[config.mk]
export PLATFORM = sky130hd
export DESIGN_NAME = ps2_direction_decoder
export DESIGN_NICKNAME = d
export VERILOG_FILES = /design/src/rtl/ps2_direction_decoder.sv
export SDC_FILE = /design/constraint.sdc
export NUM_CORES = 1
export LEC_CHECK = 0
export BUFFER_PORTS_ARGS = -buffer_cell sky130_fd_sc_hd__buf_4
export CELL_PAD_IN_SITES_DETAIL_PLACEMENT = 1
export CELL_PAD_IN_SITES_GLOBAL_PLACEMENT = 2
export CORE_MARGIN = 2
export CORE_UTILIZATION = 40
export CTS_CLUSTER_SIZE = 8
export DETAILED_ROUTE_END_ITERATION = 6
export HOLD_SLACK_MARGIN = 0.12
export PLACE_DENSITY_LB_ADDON = 0.1
export SLEW_MARGIN = 20
export SYNTH_ARGS = -nofsm -noshare
export SYNTH_HDL_FRONTEND = slang
export SYNTH_SLANG_ARGS = --single-unit
[constraint.sdc]
create_clock -name VGA_clk -period 3.7 [get_ports VGA_clk]
set_input_delay 0 -clock VGA_clk [delete_from_list [all_inputs] [get_ports VGA_clk]]
set_output_delay 0 -clock VGA_clk [all_outputs]
set_load 0.05 [all_outputs]
[src/rtl/ps2_direction_decoder.sv]
// PS/2 keyboard front end for the snake core: synchronizes and glitch-filters
// KB_clk, receives 11-bit frames, and turns W/A/S/D make codes into a one-hot direction.
// Latency: stop-bit fall event -> code_valid +1 cycle -> direction/key_valid +1 cycle.
// Backpressure: none. PS/2 is free-running, so outputs are single-cycle pulses that cannot be stalled.
// Optional macro PS2_ARROW_KEYS_EN adds E0-prefixed arrow keys (75/6B/72/74).
// Ports: VGA_clk/reset_n (sync, active-low); KB_clk/KB_data raw async inputs;
//        direction/key_valid, scan_code/code_valid, frame_err outputs.
module ps2_direction_decoder #(
    parameter int FILTER_LEN     = 8,
    parameter int TIMEOUT_CYCLES = 50000
) (
    input  logic       VGA_clk,
    input  logic       reset_n,
    input  logic       KB_clk,
    input  logic       KB_data,
    output logic [3:0] direction,
    output logic       key_valid,
    output logic [7:0] scan_code,
    output logic       code_valid,
    output logic       frame_err
);

    localparam logic [1:0] S_IDLE   = 2'd0;
    localparam logic [1:0] S_DATA   = 2'd1;
    localparam logic [1:0] S_PARITY = 2'd2;
    localparam logic [1:0] S_STOP   = 2'd3;

    logic [1:0]  clk_sync;
    logic [1:0]  data_sync;
    logic [3:0]  filt_cnt;
    logic        filt_clk;
    logic        fall;
    logic [1:0]  state;
    logic [2:0]  bit_cnt;
    logic [7:0]  shift;
    logic        par_bit;
    logic [15:0] to_cnt;
    logic        break_flag;
    logic        ext_flag;
    logic        break_next;
    logic        ext_next;
    logic [3:0]  req;
    logic [3:0]  opposite;
    logic        accept;

    // Two-flop synchronizers; idle level of both PS/2 lines is high.
    always_ff @(posedge VGA_clk) begin
        if (!reset_n) begin
            clk_sync  <= 2'b11;
            data_sync <= 2'b11;
        end else begin
            clk_sync  <= {clk_sync[0], KB_clk};
            data_sync <= {data_sync[0], KB_data};
        end
    end

    // The filtered level flips only after FILTER_LEN consecutive samples disagree
    // with it; any agreeing sample restarts the count. fall is high in the same
    // cycle the filtered clock first reads 0.
    always_ff @(posedge VGA_clk) begin
        if (!reset_n) begin
            filt_clk <= 1'b1;
            filt_cnt <= '0;
            fall     <= 1'b0;
        end else begin
            fall <= 1'b0;
            if (clk_sync[1] != filt_clk) begin
                if (filt_cnt == 4'(FILTER_LEN - 1)) begin
                    filt_clk <= clk_sync[1];
                    filt_cnt <= '0;
                    fall     <= filt_clk;
                end else begin
                    filt_cnt <= filt_cnt + 4'd1;
                end
            end else begin
                filt_cnt <= '0;
            end
        end
    end

    // Receive FSM plus inter-edge timeout. A fall event takes priority over an
    // expiring timeout, so a slow but legal edge still lands.
    always_ff @(posedge VGA_clk) begin
        if (!reset_n) begin
            state      <= S_IDLE;
            bit_cnt    <= '0;
            shift      <= '0;
            par_bit    <= 1'b0;
            to_cnt     <= '0;
            scan_code  <= '0;
            code_valid <= 1'b0;
            frame_err  <= 1'b0;
        end else begin
            code_valid <= 1'b0;
            frame_err  <= 1'b0;
            if (fall) begin
                to_cnt <= '0;
                case (state)
                    S_IDLE: begin
                        if (!data_sync[1]) begin
                            state   <= S_DATA;
                            bit_cnt <= '0;
                        end else begin
                            frame_err <= 1'b1;
                        end
                    end
                    S_DATA: begin
                        shift   <= {data_sync[1], shift[7:1]};
                        bit_cnt <= bit_cnt + 3'd1;
                        if (bit_cnt == 3'd7) begin
                            state <= S_PARITY;
                        end
                    end
                    S_PARITY: begin
                        par_bit <= data_sync[1];
                        state   <= S_STOP;
                    end
                    default: begin
                        // Odd parity over the eight data bits plus the parity bit.
                        if (data_sync[1] && (^{shift, par_bit})) begin
                            scan_code  <= shift;
                            code_valid <= 1'b1;
                        end else begin
                            frame_err <= 1'b1;
                        end
                        state <= S_IDLE;
                    end
                endcase
            end else if (state == S_IDLE) begin
                to_cnt <= '0;
            end else if (to_cnt == 16'(TIMEOUT_CYCLES - 1)) begin
                frame_err <= 1'b1;
                state     <= S_IDLE;
                to_cnt    <= '0;
            end else begin
                to_cnt <= to_cnt + 16'd1;
            end
        end
    end

    // Byte decoder: prefix flags and the one-hot request for this byte.
    always_comb begin
        req        = 4'b0000;
        break_next = break_flag;
        ext_next   = ext_flag;
        if (code_valid) begin
            if (scan_code == 8'hF0) begin
                break_next = 1'b1;
`ifdef PS2_ARROW_KEYS_EN
            end else if (scan_code == 8'hE0) begin
                ext_next = 1'b1;
`endif
            end else if (break_flag) begin
                // Release of a key (plain or extended): consume it and drop both prefixes.
                break_next = 1'b0;
                ext_next   = 1'b0;
            end else begin
                ext_next = 1'b0;
`ifdef PS2_ARROW_KEYS_EN
                if (ext_flag) begin
                    case (scan_code)
                        8'h75:   req = 4'b0001;
                        8'h6B:   req = 4'b0010;
                        8'h72:   req = 4'b0100;
                        8'h74:   req = 4'b1000;
                        default: req = 4'b0000;
                    endcase
                end else begin
                    case (scan_code)
                        8'h1D:   req = 4'b0001;
                        8'h1C:   req = 4'b0010;
                        8'h1B:   req = 4'b0100;
                        8'h23:   req = 4'b1000;
                        default: req = 4'b0000;
                    endcase
                end
`else
                case (scan_code)
                    8'h1D:   req = 4'b0001;
                    8'h1C:   req = 4'b0010;
                    8'h1B:   req = 4'b0100;
                    8'h23:   req = 4'b1000;
                    default: req = 4'b0000;
                endcase
`endif
            end
        end
    end

    // Bit order up/left/down/right puts each direction two places from its
    // opposite, so a 2-bit rotation yields the reversal to reject. From 0000 the
    // rotation is 0000, so any request is accepted.
    assign opposite = {direction[1:0], direction[3:2]};
    assign accept   = (req != 4'b0000) && (req != direction) && (req != opposite);

    always_ff @(posedge VGA_clk) begin
        if (!reset_n) begin
            direction  <= 4'b0000;
            key_valid  <= 1'b0;
            break_flag <= 1'b0;
            ext_flag   <= 1'b0;
        end else begin
            key_valid  <= 1'b0;
            break_flag <= break_next;
            ext_flag   <= ext_next;
            if (accept) begin
                direction <= req;
                key_valid <= 1'b1;
            end
        end
    end

endmodule

==> metrics.yaml <==
finish:
  fin_nets: 327
  drive_above_1_share_pct: 13.3
  seq_area_um2: 1120
  design_area_um2: 3000
  post-route-util_pct: 47.2
  multi_input_area_um2: 1460
  synthToLayoutAreaGrowth_pct: 13.6
  fillers: 736
  n_antenna_cell: 0
synth:
  syn_inst: 291
  yosys_warnings: 0
  synth_top_area_share_pct: 42.5
  yosysTopAreaCell: "dfxtp_1"
  synth_area_um2: 2640
  ys_seq_elements: 56
  async_flop_share_pct: 0
  yosys_most_used_dff: "dfxtp_1"
  synth.area.top_cells: "dfxtp_1 (43%), nor2_1 (5.8%), xnor2_1 (4.3%), xor2_1 (4.3%), ha_1 (4.3%)"
  ys_types: 50
  ys_seq_area_share_pct: 42.5
  syn_area_per_cell_um2: 9.06
  synth_nets: 304
  synth_most_common_cell: "dfxtp_1"
  synth_edf_count: 0
  ys_top_cells_by_count: "dfxtp_1 (56), nor2_1 (41), nand2_1 (27), a21oi_1 (18), nand3_1 (17)"
worst_setup_path:
  slowest_delay_ns: 0.45
  cp_max_fo: 8
  cp.required_ns: 3.87
  critPathBufInv: 0
  cp-end-kind: "register"
  path_delay_family: "XOR/XNOR gates"
  cp_slowest_cell: "xnor2_1"
  critPathKind: "register to register"
  crit_arrival_ns: 2.32
  setup.worst_path.start_class: "register"
  cp_common_cell: "xnor2_1"
  crit_chain: "xnor2_1, xnor3_1, xnor2_1, nand4_4, mux2i_1, nor2_1"
power_and_ir_drop:
  p_switching_uw: 200
  clkPwrFrac_pct: 38.5
  p_int_uw: 813
  p_per_area_nw_per_um2: 338
  sequentialPowerShare_pct: 59.9
  pwr-share-comb_pct: 1.6
  p_leak_uw: 0.00112
  ir_drop_v: 0.000175
  p_sw_share_pct: 19.7
placed_design:
  gp_routability_congestion: 0.743
  dp_hpwl_um: 4200
  dpl_cell_area_um2: 2840
  io_buffers: 18
die:
  start_util_pct: 41.5
  die_w_um: 85.2
  core_um2: 6350
  rows: 29
  dieArea_um2: 7260
  die_y_um: 85.2
  ios: 19
status:
  status: "finished clean"
sta:
  finalHoldViolations: 0
  max_slew_margin_pct: 39.0
  finClkSkew_ns: 0.00888
  rsz0062_at_grt: "false"
  drv_slew: 0
  setup_viol: 0
  tns_ns: 0
  finalWorstPathRequiredPeriod_ns: 2.15
  fin_worst_hold_slack_ns: 0.416
  fin_crit_sh_pct: 58.0
  fmax_mhz: 466
  tightest_slew_ns: 0.915
worst_hold_path:
  min_path_type: "register to register"
cts:
  htreeDepth: 2
  clockBufferDepth: 2
  clock_sinks: 56
  numCtsBuffers: 5
  cts-root-buf: "clkbuf_8"
  path_clk_slew_ns: 0.10
  clock_latency_ns: 0.31
  tritoncts: "built"
global_routing:
  grt_max_degree: 30
  grt_antenna_before_repair: 0
  grt_usage_pct: 17.0
  gr-total-overflow: 0
  grt_pass1_vias: 2120
  grt_pass1_wl_um: 10000
drt:
  post_drt_wl_per_cell_um: 14.6
  wirelength_um: 5720
  via_count: 2087
  firstDrtPassIters: 4
  drc_errors: 0
  ant_nets: 0
  drt_iter0_markers: 51
  via_per_inst: 5.32
flow_run:
  drv_cap: 0
[power by group through the flow]
| stage | clock (uW) | sequential, uW | combinational [uW] |
|---|---|---|---|
| floorplan | 0 | 620 | 9.41 |
| global placement | 0 | 620 | 12.7 |
| detailed placement | 0 | 621 | 12.8 |
| CTS | 404 | 607 | 17.0 |
| global route | 430 | 607 | 18.8 |
| finish | 390 | 606 | 16.6 |
[sequential cells by signal (all words and copies together) (netlist names), 2 cells and up]
name / cells
bit_cnt: 3
data_sync: 2
to_cnt: 16
clk_sync: 2
state: 2
direction: 4
filt_cnt: 4
shift: 8
scan_code: 8
[through the flow]
stage	worst slack, ns	power [uW]	cells
finish	1.55	1010	392
global route	1.41	1060	392
CTS	1.54	1030	392
detailed placement	1.55	633	379
global placement	1.62	633	379
floorplan	1.57	629	291
[per-layer routing]
metal / vias to the layer above / track usage, % / wire (um)
li1: 1055 / - / -
met1: 1005 / 21.0 / 2670
met2: 21 / 30.3 / 2860
met3: 6 / 3.31 / 126
met4: 0 / 4.33 / 62
met5: - / 0 / 0
[cell families (layout without fill, tap and decap cells)]
family                     count (synthesis)  in the layout  synth area share, %
and+or+nand+nor                          138            138                 28.6
DFF                                       56             56                 42.5
AOI/OAI and AO/OA                         37             37                 8.78
xor gates and xnor gates                  27             27                 9.49
buffers and inverters                     13             37                 2.13
muxes                                     11             11                 4.22
adders and majority gates                  9              9                 4.27
[worst paths after layout]
check	from	end	slack (ns)	cells past startpoint
hold reg to reg	clk_sync[0]$_SDFF_PN1_	clk_sync[1]$_SDFF_PN1_	0.42	1
hold / removal	clk_sync[0]$_SDFF_PN1_	clk_sync[1]$_SDFF_PN1_	0.42	1
setup / recovery	shift[3]$_SDFFE_PN0P_	scan_code[1]$_SDFFE_PN0P_	1.55	6
setup reg to reg	shift[3]$_SDFFE_PN0P_	scan_code[1]$_SDFFE_PN0P_	1.55	6
[cell usage in the layout, fill, tap and decap left out, types with 3 or more instances in the layout]
cell type and n:
ha_1 9, nand3_1 17, nand2b_1 8, nand4_1 7
dlygate4sd3_1 5, a21oi_1 18, o21ai_1 3, nand3b_1 5
buf_4 19, xnor2_1 13, o21ai_0 5, and3_1 7
dfxtp_1 56, nand2_1 27, inv_1 5, mux2i_1 10
xor2_1 13, nor2_1 41, clkbuf_8 5
[timing repair]
| action | in CTS | in global routing |
|---|---|---|
| gates resized for setup | 0 | 0 |
| hold buffers | 5 | 0 |
| buffers inserted | 0 | 0 |
| hold endpoints to repair | 11 | 0 |
[layout make-up]
| type | instances | area share, % |
|---|---|---|
| Sequential cell | 56 | 37.4 |
| Inverter | 5 | 0.626 |
| Tap cell | 77 | 3.22 |
| Clock inverter | 2 | 1.17 |
| Clock buffer | 6 | 2.42 |
| Multi-Input combinational cell | 222 | 48.7 |
| Timing Repair Buffer | 24 | 6.43 |
Power figures use the tool's default switching activity.
